[src/rtl/alu_drv_pkg.sv]
// alu_drv_pkg: shared constants, controller states and op helpers
// for the ALU command driver and its command FIFO.
package alu_drv_pkg;

  localparam int W = 8;

  localparam logic [2:0] OP_ADD = 3'b000;
  localparam logic [2:0] OP_SUB = 3'b001;

  typedef enum logic [1:0] {
    IDLE,
    DRIVE,
    RESP
  } state_t;

  function automatic logic is_supported(
    input logic [2:0] op
  );
    return (op == OP_ADD) || (op == OP_SUB);
  endfunction

endpackage

[src/rtl/alu_cmd_fifo.sv]
// alu_cmd_fifo: small synchronous FIFO holding packed commands
// between the request stream and the ALU controller.
module alu_cmd_fifo #(
  parameter int DEPTH = 4,
  parameter int DW    = 20
) (
  input  logic          clk,
  input  logic          rst,
  input  logic          push,
  input  logic [DW-1:0] din,
  input  logic          pop,
  output logic [DW-1:0] dout,
  output logic          full,
  output logic          empty
);

  localparam int AW = $clog2(DEPTH);

  logic [DW-1:0] mem [DEPTH];
  logic [AW-1:0] wptr;
  logic [AW-1:0] rptr;
  logic [AW:0]   cnt;
  logic          do_push;
  logic          do_pop;

  assign full    = (cnt == (AW+1)'(DEPTH));
  assign empty   = (cnt == '0);
  assign do_push = push && !full;
  assign do_pop  = pop && !empty;
  assign dout    = mem[rptr];

  // Pointers wrap naturally because DEPTH is a power of two.
  always_ff @(posedge clk) begin
    if (rst) begin
      wptr <= '0;
      rptr <= '0;
      cnt  <= '0;
    end else begin
      if (do_push) wptr <= wptr + 1'b1;
      if (do_pop)  rptr <= rptr + 1'b1;
      case ({do_push, do_pop})
        2'b10:   cnt <= cnt + 1'b1;
        2'b01:   cnt <= cnt - 1'b1;
        default: cnt <= cnt;
      endcase
    end
  end

  // Storage is data only; validity is tracked by cnt.
  always_ff @(posedge clk) begin
    if (do_push) mem[wptr] <= din;
  end

endmodule

[src/rtl/alu_cmd_driver.sv]
// alu_cmd_driver: buffers ALU commands, drives the combinational
// ALU for a settle time and returns results in command order.
module alu_cmd_driver #(
  parameter int DEPTH      = 4,
  parameter int SETTLE_CYC = 1,
  parameter int W          = 8
) (
  input  logic         clk,
  input  logic         rst,
  input  logic         cmd_valid,
  output logic         cmd_ready,
  input  logic [W-1:0] cmd_a,
  input  logic [W-1:0] cmd_b,
  input  logic [2:0]   cmd_op,
  input  logic         cmd_chain,
  output logic [W-1:0] alu_a,
  output logic [W-1:0] alu_b,
  output logic [2:0]   alu_sel,
  input  logic [W-1:0] alu_y,
  output logic         res_valid,
  input  logic         res_ready,
  output logic [W-1:0] res_y,
  output logic         res_err
);

  import alu_drv_pkg::*;

  localparam int EW = 2*W + 4;
  localparam int CW =
    (SETTLE_CYC > 1) ? $clog2(SETTLE_CYC) : 1;
  localparam logic [CW-1:0] CNT_INIT =
    CW'(SETTLE_CYC - 1);

  state_t state_q;
  state_t state_d;

  logic [EW-1:0] fifo_din;
  logic [EW-1:0] head;
  logic          fifo_full;
  logic          fifo_empty;
  logic          cmd_push;

  logic [W-1:0]  head_a;
  logic [W-1:0]  head_b;
  logic [2:0]    head_op;
  logic          head_chain;

  logic          res_hs;
  logic          load;
  logic          ld_sup;
  logic          capture;

  logic [W-1:0]  acc_q;
  logic [CW-1:0] cnt_q;

  logic [W-1:0]  alu_a_d;
  logic [W-1:0]  alu_b_d;
  logic [2:0]    alu_sel_d;
  logic [W-1:0]  res_y_d;
  logic          res_err_d;
  logic          res_valid_d;
  logic [W-1:0]  acc_d;
  logic [CW-1:0] cnt_d;

  assign cmd_ready = !rst && !fifo_full;
  assign cmd_push  = cmd_valid && cmd_ready;
  assign fifo_din  = {cmd_a, cmd_b, cmd_op, cmd_chain};

  alu_cmd_fifo #(
    .DEPTH (DEPTH),
    .DW    (EW)
  ) u_fifo (
    .clk   (clk),
    .rst   (rst),
    .push  (cmd_push),
    .din   (fifo_din),
    .pop   (load),
    .dout  (head),
    .full  (fifo_full),
    .empty (fifo_empty)
  );

  assign head_a     = head[EW-1 -: W];
  assign head_b     = head[W+3 -: W];
  assign head_op    = head[3:1];
  assign head_chain = head[0];

  // RESP always has res_valid set, so ready alone completes it.
  assign res_hs  = (state_q == RESP) && res_ready;
  assign load    = !fifo_empty &&
                   ((state_q == IDLE) || res_hs);
  assign ld_sup  = is_supported(head_op);
  assign capture = (state_q == DRIVE) && (cnt_q == '0);

  // State register.
  always_ff @(posedge clk) begin
    if (rst) state_q <= IDLE;
    else     state_q <= state_d;
  end

  // Next state: a load decides between settling and an error reply.
  always_comb begin
    state_d = state_q;
    unique case (state_q)
      IDLE: begin
        if (load) state_d = ld_sup ? DRIVE : RESP;
      end
      DRIVE: begin
        if (capture) state_d = RESP;
      end
      RESP: begin
        if (res_hs) begin
          if (load) state_d = ld_sup ? DRIVE : RESP;
          else      state_d = IDLE;
        end
      end
      default: state_d = IDLE;
    endcase
  end

  // Output next values: load, capture, countdown and release.
  always_comb begin
    alu_a_d     = alu_a;
    alu_b_d     = alu_b;
    alu_sel_d   = alu_sel;
    res_y_d     = res_y;
    res_err_d   = res_err;
    res_valid_d = res_valid;
    acc_d       = acc_q;
    cnt_d       = cnt_q;
    if (res_hs) res_valid_d = 1'b0;
    if (load) begin
      alu_a_d   = head_chain ? acc_q : head_a;
      alu_b_d   = head_b;
      alu_sel_d = head_op;
      cnt_d     = CNT_INIT;
      if (!ld_sup) begin
        res_y_d     = '0;
        res_err_d   = 1'b1;
        res_valid_d = 1'b1;
      end
    end else if (capture) begin
      res_y_d     = alu_y;
      acc_d       = alu_y;
      res_err_d   = 1'b0;
      res_valid_d = 1'b1;
    end else if (state_q == DRIVE) begin
      cnt_d = cnt_q - 1'b1;
    end
  end

  // Output and accumulator registers.
  always_ff @(posedge clk) begin
    if (rst) begin
      alu_a     <= '0;
      alu_b     <= '0;
      alu_sel   <= '0;
      res_y     <= '0;
      res_err   <= 1'b0;
      res_valid <= 1'b0;
      acc_q     <= '0;
      cnt_q     <= '0;
    end else begin
      alu_a     <= alu_a_d;
      alu_b     <= alu_b_d;
      alu_sel   <= alu_sel_d;
      res_y     <= res_y_d;
      res_err   <= res_err_d;
      res_valid <= res_valid_d;
      acc_q     <= acc_d;
      cnt_q     <= cnt_d;
    end
  end

endmodule

[config.mk]
export PLATFORM = sky130hd
export DESIGN_NAME = alu_cmd_driver
export DESIGN_NICKNAME = d
export VERILOG_FILES = /design/src/rtl/alu_drv_pkg.sv /design/src/rtl/alu_cmd_fifo.sv /design/src/rtl/alu_cmd_driver.sv
export SDC_FILE = /design/constraint.sdc
export NUM_CORES = 1
export LEC_CHECK = 0
export CAP_MARGIN = 5
export CORE_UTILIZATION = 45
export CTS_BUF_LIST = sky130_fd_sc_hd__clkbuf_4
export DETAILED_ROUTE_END_ITERATION = 7
export GPL_TIMING_DRIVEN = 0
export PLACE_DENSITY_LB_ADDON = 0.15
export SYNTH_ARGS = -nofsm -noshare
export SYNTH_HDL_FRONTEND = slang
export SYNTH_SLANG_ARGS = --single-unit
[constraint.sdc]
create_clock -name clk -period 2.6 [get_ports clk]
set_clock_uncertainty 0.1 [all_clocks]
set_input_delay 0.39 -clock clk [delete_from_list [all_inputs] [get_ports clk]]
set_output_delay 0.39 -clock clk [all_outputs]
set_load 0.1 [all_outputs]
==> results of run 1 <==
where the power goes:
group	switching, mW	internal (mW)
sequential	0.135	2.45
clock	0.721	0.674
combinational	1.93	0.952
total	2.79	4.07
flip-flops by register name, indices dropped and copies added, names as in the netlist, 2 cells and up, named ones only:
register     cells
u_fifo.mem      80
acc_q            8
alu_a            8
alu_b            8
res_y            8
alu_sel          3
u_fifo.cnt       3
state_q          2
u_fifo.rptr      2
u_fifo.wptr      2
what timing repair did:
item / 4_1_cts / 5_1_grt
hold buffers: 0 / 0
gates resized for setup: 15 / 8
buffers inserted: 2 / 3
setup endpoints to repair: 83 / 3
metrics by stage:
| stage | power, mW | cells | setup TNS, ns | util (%) |
|---|---|---|---|---|
| after global placement | 5.37 | 531 | -44.20 | 54.5 |
| after CTS | 6.85 | 565 | 0 | 57.7 |
| after detailed placement | 5.40 | 531 | -46.56 | 54.5 |
| after global routing | 7.19 | 568 | -0.0586 | 58.1 |
| final | 6.86 | 568 | 0 | 58.1 |
| after floorplan | 4.71 | 334 | 0 | - |
worst paths after layout:
| kind | slack (ns) | from | to | cells after the start |
|---|---|---|---|---|
| min | 0.36 | alu_b[0] | alu_b[0] | 2 |
| max reg2reg | 0.04 | state_q[1] | u_fifo.cnt[2] | 11 |
| min reg2reg | 0.36 | alu_b[0] | alu_b[0] | 2 |
| max | 0.04 | state_q[1] | u_fifo.cnt[2] | 11 |
placed cells by master (no fill, tap or decap), drive strengths merged, types with 4 or more instances in the layout:
| cell | synthesis | layout |
|---|---|---|
| clkbuf | 6 | 24 |
| inv | 11 | 12 |
| clkinv | 0 | 6 |
| mux4 | 20 | 20 |
| clkinvlp | 0 | 4 |
| a21oi | 25 | 25 |
| edfxtp | 80 | 80 |
| clkdlybuf4s50 | 0 | 60 |
| nand2b | 9 | 9 |
| nor2 | 19 | 19 |
| nand2 | 40 | 40 |
| mux2i | 12 | 12 |
| dfxtp | 49 | 49 |
| buf | 12 | 17 |
| ha | 5 | 5 |
| a211oi | 9 | 9 |
| and2 | 4 | 4 |
| o22ai | 8 | 8 |
logic make-up after synthesis:
kind of cell    count (synthesis)  synth area share (%)
compound gates                 49                  6.41
xor+xnor                        4                 0.712
fa+ha+maj                       6                  1.68
buf+inv                        29                  2.82
flops                         129                  68.8
mux                            32                  11.6
simple gates                   85                  8.01
final cells by class:
class                           instances  share of cell area [%]
Buffer                                 18                    1.85
Clock buffer                           18                    2.22
Clock inverter                         14                    2.72
Inverter                               11                   0.679
Multi-Input combinational cell        176                    23.3
Sequential cell                       129                    55.8
Tap cell                              136                    2.80
Timing Repair Buffer                   66                    10.7
layer usage:
| metal | routed length [µm] | vias up | GRT usage, % | share of wire (%) |
|---|---|---|---|---|
| met5 | 0 | - | 0 | 0 |
| met4 | 78 | 0 | 5.97 | 0.79 |
| met3 | 424 | 8 | 4.41 | 4.3 |
| met2 | 5230 | 61 | 33.2 | 53 |
| met1 | 4190 | 1468 | 23.2 | 42 |
| li1 | - | 1403 | - | - |
worst max-delay path: stages (launching register included):
cell	delay [ns]
dfxtp_4	0.38
nor2b_1	0.12
or3_1	0.32
buf_6	0.15
inv_2	0.08
buf_6	0.11
ha_2	0.17
inv_1	0.05
fa_1	0.36
xor2_1	0.17
or3_1	0.32
a21oi_1	0.16
==> flow_summary.json, run 1 <==
{
  "io_buffers": 61,
  "fin_crit_sh_pct": 98.5,
  "dieArea_mm2": 0.0114,
  "synth_area_per_cell_um2": 14.7,
  "drc": 0,
  "dp_hpwl_mm": 6.43,
  "diodes": 0,
  "place_ws_ns": -0.728,
  "io_pins": 62,
  "gp_congestion": 0.745,
  "drv_slew": 0,
  "rsz0062_at_grt": "yes",
  "grt_max_degree": 21,
  "worstSetupPathType": "register to register",
  "grt_pass1_wl_mm": 15.7,
  "finalHoldViolations": 0,
  "synthFlopType": "edfxtp_1",
  "grt.total_usage_pct": 19.0,
  "synth_cell_types": 35,
  "die_w_um": 107,
  "clockRootBuffer": "clkbuf_4",
  "setup_ws_ns": 0.0388,
  "drive_gt1_share_pct": 19.2,
  "required_ns": 2.92,
  "yosysSeqAreaShare_pct": 68.8,
  "drtIter0Drc": 138,
  "final-setup-viol-count": 0,
  "grt_pass1_vias": 3053,
  "grt_overflow": 0,
  "status": "finished clean",
  "maxCapViolCount": 0,
  "min_period_ns": 2.56,
  "fmax_ghz": 0.390,
  "worstSetupStartpointType": "register",
  "dpl_cell_area_mm2": 0.00570,
  "seq_area_mm2": 0.00339,
  "syn_inst": 334,
  "multi_input_area_mm2": 0.00141,
  "synth_area_leaders": "edfxtp_1 49%, dfxtp_1 20%, mux4_2 9.2%, nand2_1 3.1%, a21oi_1 2.5%",
  "ys_seq_elements": 129,
  "path_max_fanout": 8,
  "via_count": 2940,
  "core-area_mm2": 0.0105,
  "wirelength_mm": 9.92,
  "synth_top_area_share_pct": 48.8,
  "num_rows": 37,
  "whs_ns": 0.361,
  "cts_buffers": 17,
  "cts_sinks": 129,
  "worst_pin_slew_ns": 1.07,
  "powerDensity_mw_per_mm2": 1130,
  "worstSkewPairLatency_ns": 0.49,
  "critPathArrivalTime_ns": 2.88,
  "fill_cells": 864,
  "leakage_nw": 2.04,
  "yosys_warnings": 0,
  "htree_levels": 4,
  "relSlewSlack_pct": 28.4,
  "drtAntennaViolNets": 0,
  "design_area_mm2": 0.00608,
  "ys_top_cells_by_count": "80 x edfxtp_1, 49 x dfxtp_1, 40 x nand2_1, 25 x a21oi_1, 20 x mux4_2",
  "synth.largest_area_cell": "edfxtp_1",
  "initial_core_util_pct": 47.0,
  "min_path_type": "register to register",
  "synth.most_common_cell": "edfxtp_1",
  "antenna_found_initial": 0,
  "synthesis.area_mm2": 0.00492,
  "cts_tree": "built",
  "syn_to_final_growth_pct": 23.6,
  "vias_per_cell": 5.18,
  "end_kind": "register",
  "path_clk_slew_ns": 0.12,
  "wl_per_cell_um": 17.5,
  "peakVddDrop_mv": 0.571,
  "synth-edff-count": 80,
  "layout.nets": 457,
  "fp.dieH_um": 107,
  "cts_buffer_depth": 2,
  "synth_fp_nets": 372,
  "synthArstFlopShare_pct": 0,
  "drtPass1Iterations": 4
}
Power figures use the tool's default switching activity.
==> run 2, diff against run 1 <==
Settings changed: CORE_UTILIZATION 45 to 40.
==> run 2 against run 1 <==
  * Die area grew 12%
  * First-iteration DRC count shrank 20%
  * Non-clock buffer count shrank 4
  * Cell count grew 1.2%
  * Wire length shrank 0.87%
  * Flip-flop and latch count is the same
  * Critical endpoint is now cmd_ready
  * Count of clock-buffer cells in the layout is the same
  * Hold slack lost 0.0019 ns
  * Combinational power shrank 2%
  * Sequential power is essentially flat
==> flow_summary.json, run 2 (synthesis gave the netlist of run 1 again) <==
{
  "min_path_type": "register to register",
  "drtPass1Iterations": 4,
  "final_common_cell": "edfxtp_1",
  "wl_per_cell_um": 17.1,
  "relSlewSlack_pct": 33.4,
  "grt_overflow": 0,
  "layout.nets": 453,
  "worst_pin_slew_ns": 0.996,
  "via_count": 2914,
  "largest-register": "u_fifo.mem",
  "leakage_nw": 2.04,
  "r2r_slack_ns": 0.10,
  "status": "finished clean",
  "hold_buffers": 0,
  "diodes": 0,
  "worstSetupPathType": "primary input to output pin",
  "die_w_um": 113,
  "syn_to_final_growth_pct": 22.9,
  "final_cells": 575,
  "rr_endpoint": "u_fifo.cnt[2]",
  "peakVddDrop_mv": 0.356,
  "largest_reg_flops": 80,
  "critPathArrivalTime_ns": 2.05,
  "wirelength_mm": 9.84,
  "grt_pass1_wl_mm": 15.5,
  "fmax_ghz": 0.394,
  "end_kind": "output pin",
  "cts_sinks": 129,
  "layout_common_cells": "80 x edfxtp_1, 59 x clkdlybuf4s50_1, 45 x dfxtp_1",
  "cts_tree": "built",
  "routed-wl-met3_um": 289,
  "htree_levels": 4,
  "antenna_found_initial": 0,
  "num_rows": 40,
  "drive_gt1_share_pct": 18.0,
  "fin_util_pct": 50.4,
  "clockRootBuffer": "clkbuf_4",
  "placed_cells": 542,
  "dieArea_mm2": 0.0127,
  "fin_crit_sh_pct": 97.6,
  "crit_end": "cmd_ready",
  "core-area_mm2": 0.0120,
  "vias_per_cell": 5.07,
  "cts_buffers": 17,
  "dp_hpwl_mm": 6.36,
  "r2r_start": "u_fifo.cnt[2]",
  "fp.dieH_um": 113,
  "wl_met2_mm": 4.89,
  "powerDensity_mw_per_mm2": 1120,
  "grt.total_usage_pct": 16.8,
  "io_pins": 62,
  "drv_slew": 0,
  "path_clk_slew_ns": 0.10,
  "grt_pass1_vias": 2939,
  "path_max_fanout": 10,
  "drtIter0Drc": 110,
  "cts_buffer_depth": 2,
  "worstSetupStartpointType": "primary input",
  "drc": 0,
  "final-setup-viol-count": 0,
  "r2r_cells": 11,
  "finalHoldViolations": 0,
  "worstSkewPairLatency_ns": 0.52,
  "grt_max_degree": 21,
  "whs_path_depth": 2,
  "setup_tns_ns": 0,
  "gp_congestion": 0.719,
  "drtAntennaViolNets": 0,
  "setup_ws_ns": 0.0616,
  "io_buffers": 61,
  "initial_core_util_pct": 41.0,
  "finalPower_mw": 6.76,
  "required_ns": 2.11,
  "wl_met1_mm": 4.62,
  "place_ws_ns": -0.689,
  "highest_layer": "met4",
  "cp-startpoint": "rst",
  "maxCapViolCount": 0,
  "min_period_ns": 2.54
}
[run 2: cell count changes in the layout (fill, tap and decap cells not counted), moves of 2 or more]
cell and delta:
buf_4 -4, clkinv_4 -2, clkinv_1 +2, clkinv_2 +3, clkinvlp_4 -2
[run 2: critical path, stage by stage]
cell and delay [ns]:
clkdlybuf4s50_1 0.48, clkbuf_2 0.23, clkbuf_2 0.25, a21oi_2 0.14, clkdlybuf4s15_2 0.56
[run 2: power by group]
| part | switching (mW) | internal [mW] |
|---|---|---|
| Combinational | 1.90 | 0.925 |
| Sequential | 0.139 | 2.45 |
| Clock | 0.695 | 0.657 |
| Total | 2.74 | 4.03 |
[run 2: how the worst min path moves through the flow]
stage | startpoint | end
after floorplan | acc_q[0] | acc_q[0]
after global placement | acc_q[5] | acc_q[5]
after detailed placement | alu_b[0] | alu_b[0]
after CTS | alu_y[5] | acc_q[5]
after global routing | alu_y[4] | acc_q[4]
final | alu_b[0] | alu_b[0]
[run 2: cell type report]
cell class,instances,area [µm²]
clock buffers,18,135
inverters,11,43.8
clock inverters,14,146
plain buffers,18,113
multi-input cells,176,1410
well taps,147,184
flip-flops and latches,129,3390
fillers,1054,5960
repair buffers,62,622
[run 2: layer usage]
layer | vias up | GRT usage (%)
met4 | 0 | 6.05
met3 | 4 | 5.03
met1 | 1463 | 21.3
met5 | - | 0
met2 | 48 | 27.3
li1 | 1399 | -
[run 2: metrics by stage]
stage,hold slack [ns],cell area (µm²)
global placement,0.346,5720
finish,0.359,6050
floorplan,0.336,4920
CTS,0.326,6020
global route,0.317,6050
detailed placement,0.347,5720
[run 2: what timing repair did]
action | in CTS | in global routing
pin swaps | 0 | 0
setup endpoints to repair | 83 | 84
setup buffers | 1 | 0
resized for setup | 12 | 13
==> run 3, diff against run 2 <==
Settings changed: SLEW_MARGIN from default to 0.
==> results of run 3 <==
The final DEF is identical to that of run 2; final timing and power are the same.
